## config.mk

```make
export PLATFORM = sky130hd
export DESIGN_NAME = seg_scan_display
export DESIGN_NICKNAME = d
export VERILOG_FILES = /design/src/rtl/seg_scan_display.sv
export SDC_FILE = /design/constraint.sdc
export NUM_CORES = 1
export LEC_CHECK = 0
export BUFFER_PORTS_ARGS = -buffer_cell sky130_fd_sc_hd__buf_2
export CORE_AREA = 2 2 118 120
export DETAILED_ROUTE_END_ITERATION = 10
export DIE_AREA = 0 0 120 122
export PLACE_DENSITY_LB_ADDON = 0.1
export SYNTH_ARGS = -nofsm -noshare
export SYNTH_HDL_FRONTEND = slang
export SYNTH_SLANG_ARGS = --single-unit
```

## constraint.sdc

```tcl
create_clock -name clk -period 4.4 [get_ports clk]
set_clock_uncertainty 0.05 [all_clocks]
set_input_delay 0 -clock clk [delete_from_list [all_inputs] [get_ports clk]]
set_output_delay 0 -clock clk [all_outputs]
set_load 0.01 [all_outputs]
```

## src/rtl/seg_scan_display.sv

```systemverilog
// Multiplexed hex seven-segment scanner.
// Double-buffered frames, leading-zero blanking, PWM-style brightness.
module seg_scan_display #(
  parameter int NUM_DIGITS = 8,
  parameter int PRESCALE   = 100000
) (
  input  logic                    clk,
  input  logic                    rst_n,
  input  logic                    load_valid,
  output logic                    load_ready,
  input  logic [4*NUM_DIGITS-1:0] load_data,
  input  logic [NUM_DIGITS-1:0]   load_dp,
  input  logic [NUM_DIGITS-1:0]   load_blank,
  input  logic                    lz_en,
  input  logic [2:0]              bright,
  output logic [NUM_DIGITS-1:0]   an,
  output logic [6:0]              seg,
  output logic                    dp,
  output logic                    frame_tick
);

  localparam int CW = $clog2(PRESCALE);
  localparam int IW = $clog2(NUM_DIGITS);
  localparam int WW = CW + 4;
  localparam logic [CW-1:0] CNT_MAX = CW'(PRESCALE - 1);
  localparam logic [IW-1:0] IDX_MAX = IW'(NUM_DIGITS - 1);
  localparam logic [WW-1:0] PS_W    = WW'(PRESCALE);

  logic [CW-1:0]           cnt;
  logic [IW-1:0]           idx;
  logic                    slot_end;
  logic                    wrap;

  logic                    pending;
  logic [4*NUM_DIGITS-1:0] pend_data;
  logic [NUM_DIGITS-1:0]   pend_dp;
  logic [NUM_DIGITS-1:0]   pend_blank;
  logic [4*NUM_DIGITS-1:0] act_data;
  logic [NUM_DIGITS-1:0]   act_dp;
  logic [NUM_DIGITS-1:0]   act_blank;
  logic                    accept;

  logic [3:0]              nib;
  logic [NUM_DIGITS-1:0]   lead;
  logic                    zrun;
  logic [WW-1:0]           lhs;
  logic [WW-1:0]           rhs;
  logic                    win;
  logic                    lit;
  logic [6:0]              seg_nx;

  assign slot_end   = (cnt == CNT_MAX);
  assign wrap       = slot_end && (idx == IDX_MAX);
  assign load_ready = !pending;
  assign accept     = load_valid && !pending;

  always_ff @(posedge clk or negedge rst_n) begin
    if (!rst_n) begin
      cnt        <= '0;
      idx        <= '0;
      frame_tick <= 1'b0;
    end else begin
      cnt        <= slot_end ? '0 : cnt + CW'(1);
      frame_tick <= wrap;
      if (slot_end)
        idx <= (idx == IDX_MAX) ? '0 : idx + IW'(1);
    end
  end

  // A frame accepted on the wrap cycle itself waits for the next wrap.
  always_ff @(posedge clk or negedge rst_n) begin
    if (!rst_n) begin
      pending    <= 1'b0;
      pend_data  <= '0;
      pend_dp    <= '0;
      pend_blank <= '0;
      act_data   <= '0;
      act_dp     <= '0;
      act_blank  <= '1;
    end else if (wrap && pending) begin
      pending    <= 1'b0;
      act_data   <= pend_data;
      act_dp     <= pend_dp;
      act_blank  <= pend_blank;
    end else if (accept) begin
      pending    <= 1'b1;
      pend_data  <= load_data;
      pend_dp    <= load_dp;
      pend_blank <= load_blank;
    end
  end

  assign nib = act_data[{idx, 2'b00} +: 4];

  always_comb begin
    zrun = 1'b1;
    lead = '0;
    for (int i = NUM_DIGITS - 1; i >= 0; i--) begin
      zrun = zrun && (act_data[4*i +: 4] == 4'h0);
      if (i > 0)
        lead[i] = zrun;
    end
  end

  // Widened so cnt*8 and (bright+1)*PRESCALE never truncate.
  assign lhs = {1'b0, cnt, 3'b000};
  assign rhs = WW'({1'b0, bright} + 4'd1) * PS_W;
  assign win = lhs < rhs;

  assign lit = !act_blank[idx]
            && !(lz_en && lead[idx])
            && win;

  always_comb begin
    seg_nx = 7'h7F;
    unique case (nib)
      4'h0: seg_nx = 7'b1000000;
      4'h1: seg_nx = 7'b1111001;
      4'h2: seg_nx = 7'b0100100;
      4'h3: seg_nx = 7'b0110000;
      4'h4: seg_nx = 7'b0011001;
      4'h5: seg_nx = 7'b0010010;
      4'h6: seg_nx = 7'b0000010;
      4'h7: seg_nx = 7'b1111000;
      4'h8: seg_nx = 7'b0000000;
      4'h9: seg_nx = 7'b0010000;
      4'hA: seg_nx = 7'b0001000;
      4'hB: seg_nx = 7'b0000011;
      4'hC: seg_nx = 7'b1000110;
      4'hD: seg_nx = 7'b0100001;
      4'hE: seg_nx = 7'b0000110;
      4'hF: seg_nx = 7'b0001110;
    endcase
  end

  always_ff @(posedge clk or negedge rst_n) begin
    if (!rst_n) begin
      an  <= '1;
      seg <= 7'h7F;
      dp  <= 1'b1;
    end else if (lit) begin
      an  <= ~(NUM_DIGITS'(1) << idx);
      seg <= seg_nx;
      dp  <= ~act_dp[idx];
    end else begin
      an  <= '1;
      seg <= 7'h7F;
      dp  <= 1'b1;
    end
  end

endmodule

```

## After elaboration in Yosys (flattened, before gate mapping)

Memories as Yosys holds them, arrays and structs flattened.
Index checks and enable logic that the tools add are counted.

| operators by class | value |
|---|---|
| magnitude comparators | 2 |
| $add $sub $neg | 3 |
| reductions and logical operators | 24 |
| shifts and indexed selects | 2 |
| eq/ne operators | 2 |
| multiplexer cells | 13 |
| bitwise gates (word level) | 3 |
| multipliers | 1 |

Operators with widths:

| operator | count |
|---|---|
| $shiftx A32 B6 Y4 | 1 |
| $logic_not A4 Y1 | 7 |
| $lt A20 B21 Y1 | 1 |
| $add A17 B1 Y17 const B | 1 |
| $eq A17 B17 Y1 const B | 1 |
| $mux W17 | 1 |
| $mul A4 B12 Y16 const B | 1 |
| $logic_and A1 B1 Y1 | 12 |
| $bmux W1 S3 | 3 |
| $mux W8 | 1 |
| $not A8 Y8 | 1 |
| $shl A1 B3 Y8 const A | 1 |
| $mux W7 | 1 |
| $mux W1 | 6 |
| $add A3 B1 Y4 const B | 1 |
| $lt A3 B4 Y1 const B | 1 |
| $add A3 B1 Y3 const B | 1 |
| $eq A3 B3 Y1 const B | 1 |
| $logic_not A1 Y1 | 3 |
| $mux W3 | 1 |
| $not A1 Y1 | 2 |
| $reduce_and A2 Y1 | 1 |
| $reduce_bool A2 Y1 | 1 |

| storage, ports and cells | value |
|---|---|
| ROM bits | 112 |
| register bits after elaboration | 134 |
| logic and storage cells | 64 |
| output and inout bits | 18 |
| memories | 1 |

Memory list:

| memory | depth | bits a word | rd ports | clocked after Yosys merged registers in | write ports | RTL line | source |
|---|---|---|---|---|---|---|---|
| (no name shown) | 16 | 7 | 1 | 0 | 0 | 116 | `unique case (nib)` |

## Logic depth before layout (Yosys ltp)

| depth | value |
|---|---|
| word-level depth | 14 |
| depth in mapped cells | 20 |
| depth with buffers taken out | 18 |

## Worst setup path before layout

OpenSTA, ideal clock, no wires.

| path | value |
|---|---|
| kind | in2reg |
| start | input port bright[0] |
| end | register an[4] |
| arrival | 3.512 ns |
| data required time | 4.251 ns |
| path slack | 0.739 ns |
| stages | 19 |
| cell sequence | clkbuf_1 inv_1 ha_1 ha_1 ha_1 ha_1 a21oi_1 o21ai_0 a21o_1 a21oi_1 xnor2_1 ha_1 a21oi_1 o21ai_0 nand2b_1 a31oi_1 nor3b_4 buf_6 nand3_1 |

| on the way | value |
|---|---|
| longest elaborated chain between the ends | 5 |

Ends and longest elaborated chain:

| element | RTL line | source |
|---|---|---|
| start: declaration | 15 | `input logic [2:0] bright,` |
| $add A3 B1 Y4 | 107 | `assign rhs = WW'({1'b0, bright} + 4'd1) * PS_W;` |
| $mul A4 B12 Y16 | 107 |  |
| $lt A20 B21 Y1 | 108 | `assign win = lhs < rhs;` |
| $logic_and A1 B1 Y1 | 112 | `&& win;` |
| $mux W8 | 141 | `end else if (lit) begin` |
| end signal: assignment | 142 | `an <= ~(NUM_DIGITS'(1) << idx);` |
| end: declaration | 16 | `output logic [NUM_DIGITS-1:0] an,` |

Every way passes these cells.
A chain may end at the register's enable or synchronous reset.

## Worst setup path in the final report

| path | value |
|---|---|
| start | input port bright[0] |
| end | register seg[2] |

| on the way | value |
|---|---|
| longest elaborated chain between the ends | 5 |

Ends and longest elaborated chain:

| element | RTL line | source |
|---|---|---|
| $add A3 B1 Y4 | 107 |  |
| $mul A4 B12 Y16 | 107 |  |
| $lt A20 B21 Y1 | 108 |  |
| $logic_and A1 B1 Y1 | 112 |  |
| $mux W7 | 141 |  |
| end signal: assignment | 143 | `seg <= seg_nx;` |
| end: declaration | 17 | `output logic [6:0] seg,` |

Every way passes these cells.

==> results.json <==
{
  "relSlewSlack_pct": 41.63,
  "die_x_um": 120,
  "cts.htree.levels": 4,
  "final_common_cell": "dfrtp_1",
  "final_layout_size_suffix_gt1_share_pct": 36.84,
  "syn_nets": 603,
  "cts.sinks": 134,
  "grt_pass1_vias": 4430,
  "hpwl_um": 9199,
  "p_clk_share_pct": 47.8,
  "hold_viol": 0,
  "cts-root-buf": "clkbuf_16",
  "ys_seq_area_share_pct": 51.56,
  "period_minus_slack_ns": 3.615,
  "place.gp.congestion": 0.8479,
  "grt.total_usage_pct": 20.24,
  "finalSetupViolCount": 0,
  "wire_per_inst_um": 16.31,
  "intPower_mw": 2.352,
  "status": "finished, final reports clean",
  "crit_start": "bright[0]",
  "cts_resized": 0,
  "power.density_mw_per_mm2": 365.1,
  "worstReg2RegStart": "idx[1]",
  "route.vias.total": 4286,
  "arrival_ns": 3.87,
  "worstPathCellList": "buf_2 > inv_1 > ha_1 > ha_1 > ha_1 > ha_1 > a31oi_1 > xnor2_1 > ha_1 > a21o_1 > a21o_1 > o31ai_1 > a31oi_1 > nor3b_4 > o211ai_1",
  "cp-end-kind": "register",
  "die_area_mm2": 0.01464,
  "avgSynthCellArea_um2": 12.97,
  "io_pins": 73,
  "path_common_cell": "ha_1",
  "cts_made_buffers": 17,
  "final_nets": 730,
  "critical_path_class": "input port to register",
  "final_cell_mix": "dfrtp_1 (110), mux2_2 (91), buf_2 (71)",
  "synthArstFlopShare_pct": 100.0,
  "power_switching_mw": 0.6395,
  "worst-slew-pin-transition_ns": 0.8756,
  "power_frac_comb_pct": 8.2,
  "grt_pass1_wl_um": 22530,
  "crit_fanout": 16,
  "fin_cells": 826,
  "finalCritPeriodShare_pct": 82.15,
  "clock_path_buffers": 2,
  "crit_slowest_cell": "nor3b_4",
  "power_frac_seq_pct": 44.0,
  "leakage_nw": 3.888,
  "dp.cells": 744,
  "ant_nets": 0,
  "rsz0062_at_grt": "no",
  "port_buffers": 72,
  "antenna_found_initial": 0,
  "yosys_most_used_dff": "dfrtp_1",
  "avgViaCountPerCell": 5.189,
  "coreArea_mm2": 0.01350,
  "die_y_um": 122,
  "ys_types": 46,
  "row_count": 43,
  "clkTransAtPathRegs_ns": 0.05,
  "n_antenna_cell": 0,
  "vdd_ir_drop_max_mv": 0.2395,
  "start_util_pct": 48.59,
  "synthCells": 506,
  "cp_top_family": "adder cells",
  "min_path_type": "input port to async pin",
  "drc": 0,
  "synthesis.area_mm2": 0.006561,
  "max_cap_viol_count": 0,
  "ys_seq_elements": 134,
  "syn_to_final_growth_pct": 24.89,
  "max_stage_delay_ns": 0.55,
  "post-cts-setup-buffers": 0,
  "clk_latency_ns": 0.42,
  "crit_buf_inv": 2,
  "cp_data_required_time_ns": 4.65,
  "wl_um": 13470,
  "first_pass_iters": 4,
  "drt_iter0_drc": 193,
  "drv_slew": 0,
  "fmax_mhz": 276.6,
  "cp-start-kind": "input port",
  "grt_overflow": 0,
  "switching_share_pct": 21.37,
  "cts_tree": "yes",
  "synth-edff-count": 0,
  "power_mw": 2.992,
  "setup_tns_ns": 0,
  "yosysWarnings": 0,
  "grt_max_degree": 60
}
-- registers in the layout (all words and copies together), names as in the netlist --
signal / flops
act_data: 32
pend_data: 32
cnt: 17
act_blank: 8
act_dp: 8
an: 8
pend_blank: 8
pend_dp: 8
seg: 7
idx: 3
dp: 1
frame_tick: 1
pending: 1
-- timing repair --
action / 4_1_cts / 5_1_grt
setup endpoints to repair: 0 / 0
hold buffers: 50 / 0
hold endpoints to repair: 77 / 0
-- power groups by stage --
stage	sequential, mW	combinational [mW]	clock [mW]
floorplan	1.32	0.136	0
global placement	1.34	0.208	0
detailed placement	1.34	0.215	0
CTS	1.32	0.249	1.46
global route	1.32	0.280	1.52
finish	1.32	0.246	1.43
-- synth_stat cells, types with 2 or more instances --
cell	instances	share of area, %
mux4_2	12	4.1
xor2_1	13	1.7
buf_6	3	0.51
nor2_1	24	1.4
nand3_1	17	1.3
o211ai_1	6	0.69
xnor2_1	14	1.9
a211oi_1	2	0.23
a31oi_1	5	0.48
ha_1	42	8.0
nor3_1	4	0.31
buf_1	5	0.29
a21o_1	4	0.46
nand2_1	33	1.9
a22oi_1	2	0.23
dfstp_2	24	9.6
or3_1	3	0.29
buf_2	6	0.46
and2_1	2	0.19
dfrtp_1	110	42
o21ai_1	2	0.15
nand4_1	3	0.29
and3_1	4	0.38
inv_1	14	0.80
nor2b_1	3	0.29
a21oi_1	12	0.92
o21ai_0	7	0.53
mux2i_1	2	0.31
clkbuf_1	4	0.23
mux2_2	91	16
mux2_1	9	1.5
nor4_1	7	0.67
nand2b_1	4	0.38
-- final cells by class --
| cell class | count | area, um^2 |
|---|---|---|
| sequential | 134 | 3383 |
| clock buffer | 23 | 478.0 |
| tap | 180 | 225.2 |
| fill | 1063 | 5310 |
| multi-input combinational | 338 | 3025 |
| clock inverter | 9 | 125.1 |
| timing repair buffer | 127 | 900.9 |
| inverter | 15 | 56.30 |
-- cell families (layout without fill, tap and decap cells) --
family	Yosys count	count (layout)	share of synthesized area, %
flip-flops	134	134	51.56
XOR/XNOR	28	28	3.966
AND/OR/NAND/NOR	108	108	8.028
buffers and inverters	34	174	2.460
adder cells (fa/ha/maj)	42	42	8.009
AO/OA/AOI/OAI	46	46	4.386
multiplexers	114	114	21.59
-- routing by layer --
layer  share of wire, %  vias to the layer above  global-route usage, %
li1                   -                     2070                      -
met1                 49                     2106                  28.53
met2                 46                       89                  30.65
met3                3.1                       21                  4.494
met4                2.0                        0                  7.941
met5                  0                        -                      0
-- path summary, 6_finish.rpt --
check | end | slack (ns) | depth (start not counted)
min reg2reg | cnt[0] | 0.44 | 1
max reg2reg | seg[6] | 1.53 | 7
min in group clk | pend_data[29] | 0.30 | 3
max | seg[2] | 0.79 | 15
min | cnt[13] | 0.009 | 2
max in group asynchronous | act_data[21] | 3.21 | 3
-- per-stage QoR --
stage	hold WS, ns	area (um^2)	util [%]	setup WS [ns]
after detailed placement	-0.09953	7091	52.51	0.3464
after global placement	-0.09681	7091	52.51	0.4870
after CTS	0.005290	8194	60.68	0.8066
after global routing	0.03251	8194	60.68	0.4479
final	0.008854	8194	60.68	0.7853
after floorplan	-0.3456	6561	-	0.7394
(Power assumes the default switching activity.)
